## src/rtl/nv_dw_lsd_denorm.sv

```systemverilog
// nv_dw_lsd_denorm: iterative leading-sign-digit de-normaliser.
// Takes a left-normalised two's-complement value plus its sign-bit count and
// restores the original magnitude by an arithmetic right shift. The shift
// consumes at most SHIFT_STEP bits per cycle.
//
// Handshake (both sides): a transfer happens on a rising clock edge where
// valid and ready are both high. Once out_pvld rises, it and out_data stay
// stable until out_prdy is seen high. in_data/in_enc are sampled only on a
// transfer.
//
// Optional build macro: NV_DW_LSD_DENORM_ROUND_EN
//   defined   - out_data is rounded half-up using the last bit shifted out.
//   undefined - out_data is truncated toward -inf. The round bit is not built.
module nv_dw_lsd_denorm #(
    parameter int a_width    = 8,
    parameter int SHIFT_STEP = 2,
    localparam int enc_width = (a_width <= 2)   ? 1 :
                               (a_width <= 4)   ? 2 :
                               (a_width <= 8)   ? 3 :
                               (a_width <= 16)  ? 4 :
                               (a_width <= 32)  ? 5 :
                               (a_width <= 64)  ? 6 :
                               (a_width <= 128) ? 7 : 8
) (
    input  logic                 nvdla_core_clk,
    input  logic                 nvdla_core_rst,
    input  logic                 in_pvld,
    output logic                 in_prdy,
    input  logic [a_width-1:0]   in_data,
    input  logic [enc_width-1:0] in_enc,
    output logic                 out_pvld,
    input  logic                 out_prdy,
    output logic [a_width-1:0]   out_data
);

    localparam logic [enc_width-1:0] MAX_ENC = enc_width'(a_width - 1);
    localparam logic [enc_width-1:0] STEP    = enc_width'(SHIFT_STEP);

    typedef enum logic [1:0] {
        IDLE  = 2'd0,
        SHIFT = 2'd1,
        DONE  = 2'd2
    } state_e;

    state_e               state_q, state_d;
    logic [a_width-1:0]   acc_q,   acc_d;
    logic [enc_width-1:0] cnt_q,   cnt_d;
    logic [enc_width-1:0] enc_clamp;
    logic [enc_width-1:0] step_s;
    logic [31:0]          enc_ext;
    logic                 accept;
`ifdef NV_DW_LSD_DENORM_ROUND_EN
    logic                 rnd_q,   rnd_d;
    logic [enc_width-1:0] last_idx;
    logic                 last_bit;
`endif

    // Shift amount is clamped so the value is never shifted past its sign bit;
    // each cycle moves at most SHIFT_STEP bits.
    always_comb begin
        enc_ext   = 32'(in_enc);
        enc_clamp = (enc_ext > 32'(a_width - 1)) ? MAX_ENC : in_enc;
        step_s    = (cnt_q < STEP) ? cnt_q : STEP;
        accept    = in_pvld & in_prdy;
`ifdef NV_DW_LSD_DENORM_ROUND_EN
        last_idx  = step_s - enc_width'(1);
        last_bit  = acc_q[last_idx];
`endif
    end

    // State and datapath registers with synchronous reset.
    always_ff @(posedge nvdla_core_clk) begin
        if (nvdla_core_rst) begin
            state_q <= IDLE;
            acc_q   <= '0;
            cnt_q   <= '0;
`ifdef NV_DW_LSD_DENORM_ROUND_EN
            rnd_q   <= 1'b0;
`endif
        end else begin
            state_q <= state_d;
            acc_q   <= acc_d;
            cnt_q   <= cnt_d;
`ifdef NV_DW_LSD_DENORM_ROUND_EN
            rnd_q   <= rnd_d;
`endif
        end
    end

    // Next state: load on accept, shift while count remains, retire in DONE.
    always_comb begin
        state_d = state_q;
        acc_d   = acc_q;
        cnt_d   = cnt_q;
`ifdef NV_DW_LSD_DENORM_ROUND_EN
        rnd_d   = rnd_q;
`endif
        case (state_q)
            IDLE, DONE: begin
                if (accept) begin
                    acc_d   = in_data;
                    cnt_d   = enc_clamp;
`ifdef NV_DW_LSD_DENORM_ROUND_EN
                    rnd_d   = 1'b0;
`endif
                    state_d = (enc_clamp == '0) ? DONE : SHIFT;
                end else if (state_q == DONE && out_prdy) begin
                    state_d = IDLE;
                end
            end
            SHIFT: begin
                acc_d = $unsigned($signed(acc_q) >>> step_s);
                cnt_d = cnt_q - step_s;
`ifdef NV_DW_LSD_DENORM_ROUND_EN
                rnd_d = last_bit;
`endif
                if (cnt_q == step_s) begin
                    state_d = DONE;
                end
            end
            default: begin
                state_d = IDLE;
            end
        endcase
    end

    // Outputs: ready in IDLE, or in DONE when the result retires this cycle.
    always_comb begin
        out_pvld = (state_q == DONE);
        in_prdy  = ~nvdla_core_rst &
                   ((state_q == IDLE) | ((state_q == DONE) & out_prdy));
`ifdef NV_DW_LSD_DENORM_ROUND_EN
        out_data = acc_q + {{(a_width-1){1'b0}}, rnd_q};
`else
        out_data = acc_q;
`endif
    end

endmodule

```

## config.mk

```make
export PLATFORM = sky130hd
export DESIGN_NAME = nv_dw_lsd_denorm
export DESIGN_NICKNAME = d
export VERILOG_FILES = /design/src/rtl/nv_dw_lsd_denorm.sv
export SDC_FILE = /design/constraint.sdc
export NUM_CORES = 1
export LEC_CHECK = 0
export BUFFER_PORTS_ARGS = -buffer_cell sky130_fd_sc_hd__buf_4
export CAP_MARGIN = 20
export CORE_UTILIZATION = 52
export CTS_CLUSTER_DIAMETER = 60
export DETAILED_ROUTE_END_ITERATION = 7
export PLACE_DENSITY = 0.8
export SKIP_LAST_GASP = 1
export SLEW_MARGIN = 20
export SYNTH_ARGS = -nofsm -noshare
export SYNTH_HDL_FRONTEND = slang
export SYNTH_SLANG_ARGS = --single-unit
```

## constraint.sdc

```tcl
create_clock -name nvdla_core_clk -period 4.2 [get_ports nvdla_core_clk]
set_input_delay 0.63 -clock nvdla_core_clk [delete_from_list [all_inputs] [get_ports nvdla_core_clk]]
set_output_delay 0.63 -clock nvdla_core_clk [all_outputs]
set_load 0.1 [all_outputs]
```

**Yosys cells after proc, flatten, opt, wreduce, memory -nomap -nowiden**

Cells that the tools add are included.

- Flip-flop bits (word level): 13
- Word-level logic and storage cells: 34
- Output and inout bits: 10

- Multiplexer cells: 10
- Shifts and indexed selects: 1
- Magnitude comparators: 1
- Bitwise operators: 5
- Equal/unequal tests: 6
- $add $sub $neg: 1
- Reduce and logical (&&, ||, !) cells: 7

Operators with widths:

| cell | number |
|---|---|
| one-hot mux 8 bit (2 select lines) | 1 |
| two-way mux 2 bit | 4 |
| two-way mux 8 bit | 1 |
| >>> shifter 8 x 3 -> 8 bit | 1 |
| two-way mux 3 bit | 2 |
| one-hot mux 3 bit (2 select lines) | 1 |
| inequality test 2 bit, second input constant | 2 |
| one-hot mux 2 bit (2 select lines) | 1 |
| AND reduction 2 bit | 2 |
| AND 1 bit | 3 |
| == test 3 bit | 1 |
| logical NOT 3 bit | 1 |
| less-than comparator 3 x 2 -> 1 bit, second input constant | 1 |
| inequality test 3 bit, second input constant | 1 |
| subtractor 3 bit | 1 |
| == test 2 x 1 -> 1 bit, second input constant | 1 |
| == test 2 bit, second input constant | 1 |
| logical NOT 2 bit | 1 |
| nonzero test 2 bit | 1 |
| OR reduction 2 bit | 1 |
| logical AND 1 bit | 1 |
| NOT 1 bit | 1 |
| bitwise OR 1 bit | 1 |

**Depth between registers and ports, before layout**

Gate-level depths: netlist (run 1).

- Depth in word-level cells: 7
- Gate-level depth with buffers: 5
- Mapped depth without buffers: 5

**Least setup slack after synthesis (run 1)**

No wires, ideal clock.

- Kind: input port to output port
- Start: input port nvdla_core_rst
- End: output port in_prdy
- Setup slack: 0.764 ns
- Data arrival time: 2.806 ns
- Stages on the path: 2
- Path buffers: 1
- Cells stage by stage: buf_6 > nor3_1

- Longest elaborated chain between the ends: 2

RTL lines:

| what | line | text |
|---|---|---|
| from (decl) | 26 | `input logic nvdla_core_rst,` |
| NOT 1 bit | 130 | `in_prdy = ~nvdla_core_rst &` |
| AND 1 bit | 130 |  |
| to (decl) | 28 | `output logic in_prdy,` |

No other way between the ends.

**Worst setup path after layout (run 1)**

Same ends and word-level chain as after synthesis.

==> results.md, run 1 <==
- Status: complete, no violations
- Required time of the worst setup path: 3570 ps
- Fillers: approximately 120
- Core area: 0.00137 sq mm
- Drt pass-1 iters: 4
- Max stage delay on crit path: 320 ps
- Clk_skew: 9.62 ps
- Setup TNS: 0 ps
- CTS tree: yes
- Final Hold Fails: 0
- Total grt overflow: 0
- CTS H-tree lvls: 1
- Clk sinks: 13
- Distinct cell type count after synthesis: 34
- # DRC: 0
- Wire per inst: between 10 and 15 microns
- Cell Area, Synth: 801 sq um
- Crit Path Class: in -> out
- Reg-to-reg endpoint: out_data[1]
- First-pass GRT wire length: between 2000 and 3000 microns
- Die W: 41.2 microns
- Share of flip-flops with an asynchronous set or reset: 0%
- # rows: 13
- Largest net degree at the start of global routing: 16
- Max FO, Critical Path: 15
- Register area share after synthesis: 32.5%
- Average cell area after synthesis: 8.34 sq um
- Main synth FF type: dfxtp_1
- Reg2Reg Depth: 4
- CTS root buf: clkbuf_4
- Vias: roughly 790
- Crit path from: nvdla_core_rst
- # hold bufs at CTS: 0
- Hold WS: 459 ps
- Cell Pwr Density: between 300 and 400 mW/mm^2
- Initial Util: 58.6%
- HP Class: reg -> reg
- Proportion of layout cells with a drive suffix above 1: 28.6%
- Routability cong.: 0.763
- Maximum VDD drop: about 0.22 mV
- Worst setup SP type: primary input
- Area growth syn-to-layout: 22.0%
- CTS Buf Count: 3
- Post-CTS Setup Bufs: 0
- PortBufs: 24
- Number of global-route vias before repair: 600
- Relative slew slack: 63.8%
- First-iteration detailed-routing DRC count: 31
- HPWL Detailed: 1290 microns
- Max-capacitance violation count: 0
- Synth Instances: 96
- Global Route Usage Sum: 23.6%
- Measured slew at the worst slew-check pin: 543 ps
- Final ANT Viol Nets: 0
- Top-Level Pins: 25
- Final Max Tran Viols: 0
- Routed wire length: 1810 microns
- Clock Tree Buf Depth: 2
- Critical path depth: 3
- Layout Utilization: between 70% and 80%
- Die Height: 41.2 microns
- Worst path arrival time: 1310 ps
- Nets: 136
- Clk slew on worst S/H paths: 90 ps
- Ys Warns: 0
- Critical path cell sequence: buf_4, nor3_1, buf_4
- Max Clock Freq: 516 MHz
- P_leak: slightly below 0.4 nW
- WP buf/inv: 2
- Number of synthesized flops with an enable pin: 0
- Final period utilization: 46.1%
- R2R Path Start: cnt_q[0]
- RSZ-0062 raised after global routing: no
- Area after DPL: 951 sq um
- Fin area: around 980 sq um
- Delay-heaviest family, CP: buffers and inverters
- Final setup violation count: 0
- Vias per cell: roughly 6
- Diode count: 0
- Critical Path End: in_prdy
- Min cycle time layout: 1940 ps
- FF+latch count, synth: 13
- Slowest CP cell: buf_4
- Die area: 0.00170 sq mm
- Flop2flop setup slack: 2720 ps
- Initial antenna violation count: 0
- Most frequent CP cell: buf_4
- Critical Path Sink Type: output port
- Worst-skew pair later-pin latency: 280 ps
- Post-CTS resize count: 0
- Net Count, Synth: 112
[routing by layer]
layer  vias up  global-route usage (%)  wire, microns
li1        405                       -              -
met1       348                    30.0            797
met2        32                    36.7            874
met3         2                    4.35            128
met4         0                    13.7             12
met5         -                       0              0
[how the worst min path moves through the flow]
stage	startpoint	endpoint	cells after the start	slack (ps)
after floorplan	cnt_q[1]	cnt_q[1]	2	500
after global placement	out_data[0]	out_data[0]	2	450
after detailed placement	out_data[0]	out_data[0]	2	450
after CTS	out_data[0]	out_data[0]	2	460
after global routing	out_data[0]	out_data[0]	2	480
final	out_data[0]	out_data[0]	2	460
[final cells by class]
| cell class | instances | area, sq um | area share (%) |
|---|---|---|---|
| multi-input combinational | 77 | 488 | 49.9 |
| timing repair buffer | 24 | 180 | 18.4 |
| sequential | 13 | 260 | 26.6 |
| inverter | 1 | 3.75 | 0.384 |
| tap | 15 | 18.8 | 1.92 |
| clock buffer | 4 | 26.3 | 2.69 |
[logic make-up after synthesis]
group / count (synthesis) / share of synthesized area [%]
adders and majority gates: 1 / 1.56
muxes: 5 / 6.25
buffers and inverters: 6 / 6.56
and+or+nand+nor: 44 / 27.7
DFF: 13 / 32.5
other: 1 / 0.468
AOI/OAI and AO/OA: 26 / 25.0
[power breakdown]
| part | internal, mW | switching, mW |
|---|---|---|
| registers | 0.132 | 0.0125 |
| logic | 0.0377 | 0.0849 |
| clock network | 0.0368 | 0.0424 |
| total | 0.207 | 0.140 |
[sequential cells by signal (all words and copies together) (netlist names)]
register	count
out_data	8
state_q	2
cnt_q	3
[cell usage in the layout, fill, tap and decap left out, types with 2 or more instances in the layout]
cell type,synthesis,layout
nand2b_1,3,3
buf_4,1,24
nor3_1,4,4
clkbuf_4,0,3
nor2_1,10,10
nand2_1,15,15
a211oi_1,6,6
dfxtp_1,13,13
a311oi_1,6,6
nand3_1,2,2
a21oi_1,7,7
mux2i_1,5,5
[metrics by stage]
stage,cells,power (mW),setup WS [ps]
2_1_floorplan,96,0.242,764
3_3_place_gp,130,0.267,2280
3_5_place_dp,130,0.269,2260
4_1_cts,134,0.349,2260
5_1_grt,134,0.362,2220
6_report,134,0.346,2260
[synth_stat cells (2+ instances only)]
library cell	number	area (sq um)
a311oi_1	6	52.6
a21oi_1	7	35.0
nand2b_1	3	18.8
nand2_1	15	56.3
buf_6	2	22.5
nand3_1	2	10.0
nor3_1	4	20.0
a211oi_1	6	45.0
dfxtp_1	13	260
nor2_1	10	37.5
mux2i_1	5	50.1
[worst register-to-register path: stages, from the launching register on]
cell and delay (ps):
dfxtp_1 570, or3_4 230, a32oi_2 80, or3_1 390, a21oi_1 140
Note: power is estimated with default switching activity, not from simulation.
==> run 2, diff against run 1 <==
--- a/config.mk
+++ b/config.mk
@@ -7,10 +7,10 @@
 export LEC_CHECK = 0
 export BUFFER_PORTS_ARGS = -buffer_cell sky130_fd_sc_hd__buf_4
 export CAP_MARGIN = 20
-export CORE_UTILIZATION = 52
+export CORE_UTILIZATION = 49
 export CTS_CLUSTER_DIAMETER = 60
 export DETAILED_ROUTE_END_ITERATION = 7
-export PLACE_DENSITY = 0.8
+export PLACE_DENSITY = 0.76
 export SKIP_LAST_GASP = 1
 export SLEW_MARGIN = 20
 export SYNTH_ARGS = -nofsm -noshare
==> constraint.sdc (replaced) <==
create_clock -name nvdla_core_clk -period 1.9 [get_ports nvdla_core_clk]
set_input_delay 0.285 -clock nvdla_core_clk [delete_from_list [all_inputs] [get_ports nvdla_core_clk]]
set_output_delay 0.285 -clock nvdla_core_clk [all_outputs]
set_load 0.1 [all_outputs]
==> run 2 against run 1 <==
Net effect:
- sequential power grew 120%
- largest cell class unchanged
- critical path depth is the same
- non-clock buffer count is the same
- critical endpoint unchanged
- final cell count grew 0.75%
- highest routed layer unchanged
==> results.md, run 2 (synthesis gave the netlist of run 1 again) <==
- Area after DPL: 963 sq um (+1.3%)
- Final Hold Fails: 0 (unchanged)
- # rows: 14 (+1)
- P_leak: 0.388 nW (+0.74%)
- Fin area: 990 sq um (+1.3%)
- Max FFs per register: 8 (unchanged)
- Final setup violation count: 0 (unchanged)
- Initial antenna violation count: 0 (unchanged)
- Multi-input logic area: 499 sq um (+2.3%)
- Cell Pwr Density: 778 mW/mm^2 (+120%)
- Wire per inst: 13.6 microns (+0.74%)
- First-iteration detailed-routing DRC count: 28 (-9.7%)
- CTS root buf: clkbuf_4
- Worst path arrival time: 1250 ps (-60 ps)
- Routed wire length: 1840 microns (+1.5%)
- Crit Path Class: reg -> out
- Area growth syn-to-layout: 23.6%
- # hold bufs at CTS: 0 (unchanged)
- Top-Level Pins: 25 (unchanged)
- Number of global-route vias before repair: 751 (+25%)
- Vias per cell: 5.81 (-1.1%)
- CTS tree: yes
- Proportion of layout cells with a drive suffix above 1: 29.4% (+0.84 points)
- Max FO, Critical Path: 6 (-9)
- Post-CTS resize count: 0 (unchanged)
- Measured slew at the worst slew-check pin: 554 ps (+11.0 ps)
- Core area: 0.00152 sq mm (+12%)
- Clock Tree Buf Depth: 2 (unchanged)
- Nets: 136 (unchanged)
- Final Max Tran Viols: 0 (unchanged)
- First-pass GRT wire length: 3090 microns (+21%)
- Clk sinks: 13 (unchanged)
- Met3 Use GR: 3.88% (-0.47 points)
- PortBufs: 24 (unchanged)
- Vias: 784 (-0.38%)
- Die area: 0.00180 sq mm (+5.8%)
- Grt met1 use: 24.7% (-5.2 points)
- Relative slew slack: 63.0% (-0.73 points)
- Clk_skew: 4.37 ps (-5.25 ps)
- Final period utilization: approximately four fifths
- Final ANT Viol Nets: 0 (unchanged)
- Worst setup SP type: register
- Global Route Usage Sum: 22.1% (-1.5 points)
- Critical Path Sink Type: output port
- Clk slew on worst S/H paths: 80 ps (about the same)
- Most frequent cells in the layout: buf_4, nand2_1, dfxtp_1, nor2_1, a21oi_1
- Sequential cell area: 260 sq um (unchanged)
- CTS H-tree lvls: 1 (unchanged)
- Die Height: 42.4 microns (+2.9%)
- Total grt overflow: 0 (unchanged)
- Gr busiest metal: met2
- Largest net degree at the start of global routing: 16 (unchanged)
- Status: complete, no violations
- Max-capacitance violation count: 0 (unchanged)
- Flop2flop setup slack: 410 ps (-2310 ps)
- Worst-skew pair later-pin latency: 270 ps (about the same)
- Min cycle time layout: 1530 ps
- Post-CTS Setup Bufs: 0 (unchanged)
- HPWL Detailed: 1320 microns (+2.8%)
- Required time of the worst setup path: 1620 ps (-1950 ps)
- Initial Util: 52.5% (-6.1 points)
- Die W: 42.4 microns (+2.9%)
- CTS Buf Count: 3 (unchanged)
- Drt pass-1 iters: 4 (unchanged)
- Met2 usage: 42.2% (+5.4 points)
- Max Clock Freq: roughly 650 MHz
- Routability cong.: 0.771 (+1.1%)
- RSZ-0062 raised after global routing: no
- Commonest non-fill, non-tap cell in the layout: buf_4
- Fillers: 140 (+14%)
- HP Class: in -> reg
- Setup TNS: 0 ps (unchanged)
- # DRC: 0 (unchanged)
- Maximum VDD drop: 0.512 mV (+130%)
- Diode count: 0 (unchanged)
[run 2: critical path, stage by stage, from the launching register on]
cell	delay [ps]
dfxtp_1	400
nor2b_1	290
nor3_4	50
buf_4	240
[run 2: final timing paths]
path	cells after the start	end	start
setup / recovery	3	in_prdy	state_q[1]
hold / removal	3	out_data[7]	in_data[7]
setup reg to reg	4	out_data[1]	state_q[1]
hold reg to reg	2	out_data[0]	out_data[0]
[run 2: per-stage QoR]
step / hold WS [ps] / util (%) / setup WS [ps] / power (mW) / std cells
floorplan: 357 / - / 139 / 0.539 / 96
global placement: 445 / 63.2 / 447 / 0.595 / 131
detailed placement: 464 / 63.2 / 432 / 0.599 / 131
CTS: 261 / 64.9 / 367 / 0.775 / 135
global route: 277 / 64.9 / 277 / 0.800 / 135
finish: 273 / 64.9 / 368 / 0.770 / 135
[run 2: layer usage]
| layer | share of wire, % | up-vias |
|---|---|---|
| li1 | - | 397 |
| met1 | 43 | 357 |
| met2 | 51 | 28 |
| met3 | 5.4 | 2 |
| met4 | 0.65 | 0 |
| met5 | 0 | - |
[run 2: area by class of cell]
type	count	share of cell area (%)
Clock buffer	4	2.65
Inverter	1	0.379
Multi-Input combinational cell	77	50.4
Sequential cell	13	26.3
Tap cell	16	2.02
Timing Repair Buffer	24	18.2
[run 2: where the power goes]
part           switching [mW]  internal [mW]  total (mW)
clock                  0.0959         0.0813       0.177
sequential             0.0274          0.292       0.319
combinational           0.189         0.0848       0.273
==> run 3, diff against run 2 <==
--- a/config.mk
+++ b/config.mk
@@ -7,10 +7,10 @@
 export LEC_CHECK = 0
 export BUFFER_PORTS_ARGS = -buffer_cell sky130_fd_sc_hd__buf_4
 export CAP_MARGIN = 20
-export CORE_UTILIZATION = 49
+export CORE_UTILIZATION = 44
 export CTS_CLUSTER_DIAMETER = 60
 export DETAILED_ROUTE_END_ITERATION = 7
-export PLACE_DENSITY = 0.76
+export PLACE_DENSITY = 0.72
 export SKIP_LAST_GASP = 1
 export SLEW_MARGIN = 20
 export SYNTH_ARGS = -nofsm -noshare
==> constraint.sdc (replaced) <==
create_clock -name nvdla_core_clk -period 1.2 [get_ports nvdla_core_clk]
set_input_delay 0.18 -clock nvdla_core_clk [delete_from_list [all_inputs] [get_ports nvdla_core_clk]]
set_output_delay 0.18 -clock nvdla_core_clk [all_outputs]
set_load 0.1 [all_outputs]
==> run 3 against run 2 <==
Net effect:
- the flow now finishes with violations (setup timing)
- cell area increased by 34%
- clock power is 63% higher
- first-iteration DRC count is 43% lower
- register-to-register slack worse by 590 ps
- core utilization grew 12 points
- combinational power increased by 110%
- routed wire length increased by 26%
- die area is 11% higher
- final cell count grew 19%
- sequential power is 56% higher
- count of clock-buffer cells in the layout unchanged
- hold slack got worse by 140 ps
- critical endpoint unchanged
==> results.md, run 3 (synthesis gave the netlist of run 1 again) <==
- Status: complete, but fails checks
- Failing checks: setup timing
- Number of global-route vias before repair: 739 (-1.6%)
- Worst-skew pair later-pin latency: 290 ps (+20 ps)
- Diode count: 0 (unchanged)
- CTS H-tree lvls: 1 (unchanged)
- Die Height: 44.7 microns (+5.3%)
- Vias per cell: 5.47 (-5.9%)
- Routability cong.: 0.837 (+8.5%)
- PortBufs: 24 (unchanged)
- Area after DPL: 0.00110 sq mm (+15%)
- Worst path arrival time: 1200 ps (-50 ps)
- Max FO, Critical Path: 2 (-4)
- P_leak: 0.511 nW (+32%)
- Grt met1 use: 26.8% (+2.1 points)
- Clk sinks: 13 (unchanged)
- Cell Pwr Density: 1040 mW/mm^2 (+33%)
- Clk slew on worst S/H paths: 90 ps (about the same)
- HPWL Detailed: 1470 microns (+11%)
- Core area: 0.00171 sq mm (+12%)
- Largest net degree at the start of global routing: 15 (-1)
- Worst setup SP type: register
- Clock Tree Buf Depth: 2 (unchanged)
- Global Route Usage Sum: 21.7% (-0.42 points)
- Final setup violation count: 12 (+12)
- CTS tree: yes
- Max Clock Freq: 722 MHz
- # rows: 15 (+1)
- CTS root buf: clkbuf_4
- Max FFs per register: 8 (unchanged)
- Crit Path Class: reg -> out
- Gr busiest metal: met2
- Routed wire length: 2320 microns (+26%)
- Met2 usage: 37.6% (-4.5 points)
- Final worst slack: -185 ps (-553 ps)
- RSZ-0062 raised after global routing: yes
- Total grt overflow: 0 (unchanged)
- Die W: 44.7 microns (+5.3%)
- Critical Path Sink Type: output port
- Clk_skew: 12.8 ps (+8.45 ps)
- Final period utilization: 115%
- Met3 Use GR: 3.67% (-0.21 points)
- Wire per inst: 14.4 microns (+5.6%)
- Drt pass-1 iters: 4 (unchanged)
- Area growth syn-to-layout: 65.0%
- Die area: 0.00199 sq mm (+11%)
- Min cycle time layout: 1380 ps
- Proportion of layout cells with a drive suffix above 1: 59.6% (+30 points)
- Final Hold Fails: 0 (unchanged)
- Final ANT Viol Nets: 0 (unchanged)
- Layout Utilization: 77.4% (+12 points)
- Top-Level Pins: 25 (unchanged)
- CTS Buf Count: 3 (unchanged)
- Most frequent cells in the layout: buf_4, nand2_1, nor2_1, dfxtp_4, buf_6
- Max-capacitance violation count: 0 (unchanged)
- Maximum VDD drop: 0.845 mV (+65%)
- # hold bufs at CTS: 0 (unchanged)
- Commonest non-fill, non-tap cell in the layout: buf_4
- Nets: 153 (+13%)
- Vias: 880 (+12%)
- Fin area: 0.00132 sq mm (+34%)
- Final Max Tran Viols: 0 (unchanged)
- Initial antenna violation count: 0 (unchanged)
- # DRC: 0 (unchanged)
- First-iteration detailed-routing DRC count: 16 (-43%)
- HP Class: in -> reg
- First-pass GRT wire length: 3220 microns (+4.0%)
- Required time of the worst setup path: 1020 ps (-600 ps)
- Initial Util: 46.9% (-5.7 points)
## run 3: final timing paths
kind                               endpoint  depth (start not counted)  slack [ps]        start
worst max-delay path                in_prdy                          4        -180   state_q[1]
worst min-delay path            out_data[7]                          3         130   in_data[7]
worst max register to register  out_data[1]                          5        -180   state_q[1]
worst min register to register  out_data[1]                          2         490  out_data[1]
## run 3: metrics by stage
stage / worst slack [ps] / TNS [ps] / total power, mW / cells / hold slack (ps)
CTS: -237 / -1650 / 1.30 / 159 / 137
floorplan: -192 / -361 / 0.853 / 96 / 242
global placement: -82.5 / -462 / 0.980 / 154 / 428
finish: -185 / -1150 / 1.37 / 161 / 128
global route: -231 / -1840 / 1.42 / 161 / 147
detailed placement: -89.9 / -583 / 0.986 / 154 / 436
## run 3: where the power goes
part           total (mW)  switching [mW]  leakage, nW  internal (mW)
combinational       0.584           0.356        0.383          0.228
sequential          0.499          0.0387        0.113          0.460
clock               0.288           0.159       0.0150          0.129
total                1.37           0.553        0.511          0.817
## run 3: layout make-up
class	count	area, sq um
repair buffers	41	359
fillers	124	387
flip-flops and latches	13	294
well taps	25	31.3
inverters	1	3.75
multi-input cells	77	607
clock buffers	4	26.3
## run 3: worst max-delay path: stages (launching register included)
cell     delay, ps
dfxtp_2        340
buf_6          110
nor2b_4        120
nor3_4         150
buf_12         200
## run 3: repair_timing
item	in CTS	in global routing
resized for setup	17	24
endpoints found under the setup margin	13	15
pin swaps	2	16
buffers inserted	1	2
## run 3: routing by layer
layer  vias to the layer above  part of all wire [%]  wire length (microns)
met5                         -                     0                      0
met4                         0                  0.82                     19
met3                         5                   3.5                     80
met2                        20                    51                   1190
met1                       421                    44                   1030
li1                        434                     -                      -
